### src/rtl/mux_ndff_pkg.sv
// Shared definitions for the mux-ndff crossing: launcher FSM states and the
// bus width the launcher and capture stage must agree on.
package mux_ndff_pkg;

  localparam int unsigned DEFAULT_DW = 8;

  typedef enum logic [1:0] {
    IDLE,
    PULSE,
    GAP
  } tx_state_t;

  function automatic int unsigned max_u(input int unsigned a, input int unsigned b);
    return (a > b) ? a : b;
  endfunction

endpackage

### src/rtl/mux_ndff_tx.sv
// Source-domain launcher for the mux-ndff crossing: holds the data bus and
// emits one fixed-width en pulse plus a fixed low gap per accepted word.
module mux_ndff_tx
  import mux_ndff_pkg::*;
#(
  parameter int unsigned DW         = DEFAULT_DW,
  parameter int unsigned EN_CYCLES  = 3,
  parameter int unsigned GAP_CYCLES = 3
) (
  input  logic          clk,
  input  logic          rstn,
  input  logic          in_valid,
  output logic          in_ready,
  input  logic [DW-1:0] in_data,
  output logic [DW-1:0] data,
  output logic          en,
  output logic          busy
);

  localparam int unsigned CW = $clog2(max_u(EN_CYCLES, GAP_CYCLES) + 1);
  localparam logic [CW-1:0] EN_LOAD  = CW'(EN_CYCLES - 1);
  localparam logic [CW-1:0] GAP_LOAD = CW'(GAP_CYCLES - 1);

  generate
    if (EN_CYCLES < 1 || GAP_CYCLES < 1) begin : g_bad_params
      $error("mux_ndff_tx: EN_CYCLES and GAP_CYCLES must both be at least 1");
    end
  endgenerate

  tx_state_t     state, state_n;
  logic [CW-1:0] cnt, cnt_n;
  logic [DW-1:0] data_n;
  logic          en_n;

  always_ff @(posedge clk or negedge rstn) begin
    if (!rstn) begin
      state <= IDLE;
      cnt   <= '0;
      data  <= '0;
      en    <= 1'b0;
    end else begin
      state <= state_n;
      cnt   <= cnt_n;
      data  <= data_n;
      en    <= en_n;
    end
  end

  // data and en are registered so nothing combinational reaches the crossing
  always_comb begin
    state_n = state;
    cnt_n   = cnt;
    data_n  = data;
    en_n    = en;
    case (state)
      IDLE: begin
        if (in_valid) begin
          data_n  = in_data;
          en_n    = 1'b1;
          cnt_n   = EN_LOAD;
          state_n = PULSE;
        end
      end
      PULSE: begin
        if (cnt == '0) begin
          en_n    = 1'b0;
          cnt_n   = GAP_LOAD;
          state_n = GAP;
        end else begin
          cnt_n = cnt - CW'(1);
        end
      end
      GAP: begin
        if (cnt == '0) begin
          state_n = IDLE;
        end else begin
          cnt_n = cnt - CW'(1);
        end
      end
      default: begin
        state_n = IDLE;
        cnt_n   = '0;
        en_n    = 1'b0;
      end
    endcase
  end

  assign in_ready = (state == IDLE);
  assign busy     = ~in_ready;

endmodule

### config.mk
export PLATFORM = sky130hd
export DESIGN_NAME = mux_ndff_tx
export DESIGN_NICKNAME = d
export VERILOG_FILES = /design/src/rtl/mux_ndff_pkg.sv /design/src/rtl/mux_ndff_tx.sv
export SDC_FILE = /design/constraint.sdc
export NUM_CORES = 1
export LEC_CHECK = 0
export ABC_AREA = 1
export CAP_MARGIN = 40
export CORE_MARGIN = 3
export CORE_UTILIZATION = 42
export CTS_CLUSTER_DIAMETER = 40
export CTS_CLUSTER_SIZE = 40
export DETAILED_ROUTE_END_ITERATION = 16
export GPL_TIMING_DRIVEN = 0
export HOLD_SLACK_MARGIN = 0.02
export MAX_ROUTING_LAYER = met4
export PLACE_DENSITY = 0.83
export SETUP_SLACK_MARGIN = 0.2
export SLEW_MARGIN = 20
export SYNTH_ARGS = -nofsm -noshare
export SYNTH_HDL_FRONTEND = slang
export SYNTH_SLANG_ARGS = --single-unit
### constraint.sdc
create_clock -name clk -period 1.5 [get_ports clk]
set_clock_uncertainty 0.15 [all_clocks]
set_input_delay 0.225 -clock clk [delete_from_list [all_inputs] [get_ports clk]]
set_output_delay 0.225 -clock clk [all_outputs]
set_load 0.02 [all_outputs]
==> flow_summary_export.csv <==
group,metric,value,unit
run_status,status,"complete, no violations",
run,maxCapViolCount,0,
timing,slew_headroom,0.6053,
global_routing,grt_max_degree,14,
placed_design,place_hpwl,872.1,µm
clock_network,htreeDepth,1,
clock_network,clock-sinks,13,
synthesis,synthTopCellsByArea,"dfrtp_1, nand2_1, nand3_1, inv_1, ha_1",
timing,final.min_clock_period,1460,ps
synthesis,synth-edff-count,0,
floorplanning,initial_utilization,0.4550,
power,power_density,2191,mW/mm²
routing,ant_nets,0,
synthesis,synth_xor_area_frac,0,
finish,area_growth,43.71,%
synthesis,synthMuxAreaShare,0,
floorplanning,fp.dieW,44.01,µm
floorplanning,die-area,0.001937,mm²
routing,wl,1358,µm
synthesis,yosys.area.top_type,"dfrtp_1",
routing,detail_route.iter0.violations,10,
global_routing,grt_pass1_vias,540,
routing,vias,554,
routing,drc,0,
placed_design,place.gp.congestion,0.7728,
synthesis,synthTopCellsByCount,"nand2_1, dfrtp_1, nand3_1, inv_1",
timing,post-route-period-util,0.9732,
placed_design,numPortBuffers,20,
global_routing,antenna_found_initial,0,
power,finalPower,1.911,mW
worst_hold_path,min_path_type,"input port to register",
worst_setup_path,worstSetupStartpointType,"register",
floorplanning,io_pins,22,
routing,viasPerCell,4.776,
floorplanning,die_h,44.01,µm
worst_hold_path,min_from,"in_valid",
finish,multi_input_area,264.0,µm²
synthesis,synth_compound_area_frac,0.02474,
finish,nFillCells,109,
synthesis,synth_most_common_cell,"nand2_1",
power,leakage,0.4702,nW
floorplanning,fp-row-count,13,
synthesis,yosysTopAreaCellShare,0.5361,
synthesis,synth_adder_area_share,0.04124,
timing,rsz0062_at_grt,"yes",
global_routing,grt_pass1_wl,2159,µm
floorplanning,core-area,0.001334,mm²
timing,setup_viol,0,
synthesis,post_synth_and_or_nand_nor_area_fraction,0.3278,
clock_network,cts_root_buffer,"clkbuf_4",
timing,hold_ws,149.8,ps
synthesis,ys_types,13,
global_routing,grt_use_total,0.1588,
synthesis,synth_top_family_by_area,"simple AND/OR/NAND/NOR gates",
finish,num-nets-final,115,
synthesis,async_reset_ff_frac,1.000,
synthesis,synth_area_per_cell,8.313,µm²
synthesis,syn_inst,73,
synthesis,yosys_most_used_dff,"dfrtp_1",
worst_setup_path,cp.required,1120,ps
routing,wl_per_cell,11.71,µm
timing,final_max_slew_viol_count,0,
routing,first_pass_iters,3,
clock_network,clockBufferDepth,2,
power,ir_drop,0.001081,V
finish,instances_no_fill,116,
synthesis,syn_nets,86,
synthesis,yosysWarnings,0,
worst_setup_path,r2r-start,"state[0]",
timing,final_hold_viol_count,0,
placed_design,placed_cells,108,
worst_setup_path,cp.arrival,1080,ps
synthesis,syn-cell-area,606.8,µm²
global_routing,grt_overflow_total,0,
finish,finish.instance_area,872.1,µm²
worst_setup_path,end_kind,"primary output",
clock_network,cts_tree,"done",
clock_network,clk_latency,270,ps
finish,utilization,0.6538,
finish,seq_area,326.6,µm²
clock_network,cts_made_buffers,3,
timing,fmax,0.6850,GHz
placed_design,dpl-instance-area,825.8,µm²
finish,drive_gt1_frac,0.2970,
synthesis,seq_area_frac_synth,0.5361,
worst_setup_path,critPathKind,"register to primary output",
synthesis,synth_seq_cells,13,
worst_setup_path,startpoint,"state[0]",
timing,worst_pin_slew,590.3,ps
clock_network,cts.reportedPaths.clkPinSlew,80,ps
worst_setup_path,cp_max_fo,3,
finish,antenna_cells,0,
logic make-up (layout without fill, tap and decap cells):
family / after synthesis / count (layout)
compound gates: 3 / 3
fa+ha+maj: 2 / 2
buf+inv: 10 / 38
flops: 13 / 13
simple gates: 45 / 45
registers in the layout, summed over array words and instances (netlist names):
name   flops
state      2
en         1
cnt        2
data       8
critical path: stages, from the launching register on:
cell,delay [ps]
dfrtp_1,420
nor2_4,140
buf_6,110
inv_2,30
buf_6,110
layout by cell type (no fill, tap or decap):
cell type and count:
nand2_1 28, ha_1 1, inv_2 3, nor2_1 1, nand3b_1 1, clkdlybuf4s50_1 9
dfrtp_2 1, buf_2 9, nand2_2 2, buf_4 5, inv_1 5, o21ai_1 1
nor2_4 1, nand3_2 1, clkdlybuf4s15_2 1, nand2_4 1, ha_4 1, clkbuf_4 3
dfrtp_1 12, clkbuf_1 1, nand3_1 10, o21ai_0 2, buf_6 2
path summary, 6_finish.rpt:
path                                  to  slack (ps)  cells after the start
worst min-delay path             data[1]         150                      3
min in group asynchronous         cnt[0]         170                      1
max in group asynchronous       state[1]         610                      1
worst max-delay path                busy          40                      4
worst min register to register        en         320                      2
worst max register to register    cnt[0]         260                      7
metal layers:
layer | track usage | part of all wire | vias up
li1 | - | - | 283
met2 | 0.2500 | 0.49 | 20
met4 | 0.07229 | 0.027 | 0
met1 | 0.1901 | 0.41 | 247
met3 | 0.04065 | 0.069 | 4
met5 | - | 0 | -
what timing repair did:
item / in CTS / in global routing
gates resized for setup: 43 / 13
buffers inserted: 4 / 0
endpoints found under the setup margin: 12 / 16
pin swaps: 1 / 3
hold buffers: 0 / 0
through the flow:
step	setup TNS, ps	setup slack [ps]
2_1_floorplan	0	249.8
3_3_place_gp	-485.8	-263.2
3_5_place_dp	-490.6	-263.9
4_1_cts	0	42.85
5_1_grt	-10.10	-10.10
6_report	0	40.24
power by group:
part	switching [mW]	internal, mW	total (mW)	leakage [nW]
Combinational	0.627	0.453	1.08	0.296
Clock	0.110	0.103	0.213	0.0150
Sequential	0.101	0.516	0.617	0.160
Total	0.839	1.07	1.91	0.470
area by class of cell:
cell class                      instances  area share
Multi-Input combinational cell         50      0.3027
Sequential cell                        13      0.3745
Clock buffer                            4     0.03013
Buffer                                  2     0.01865
Timing Repair Buffer                   24      0.2181
Inverter                                8     0.03443
Tap cell                               15     0.02152
No activity file was read; power rests on OpenSTA's default activity.
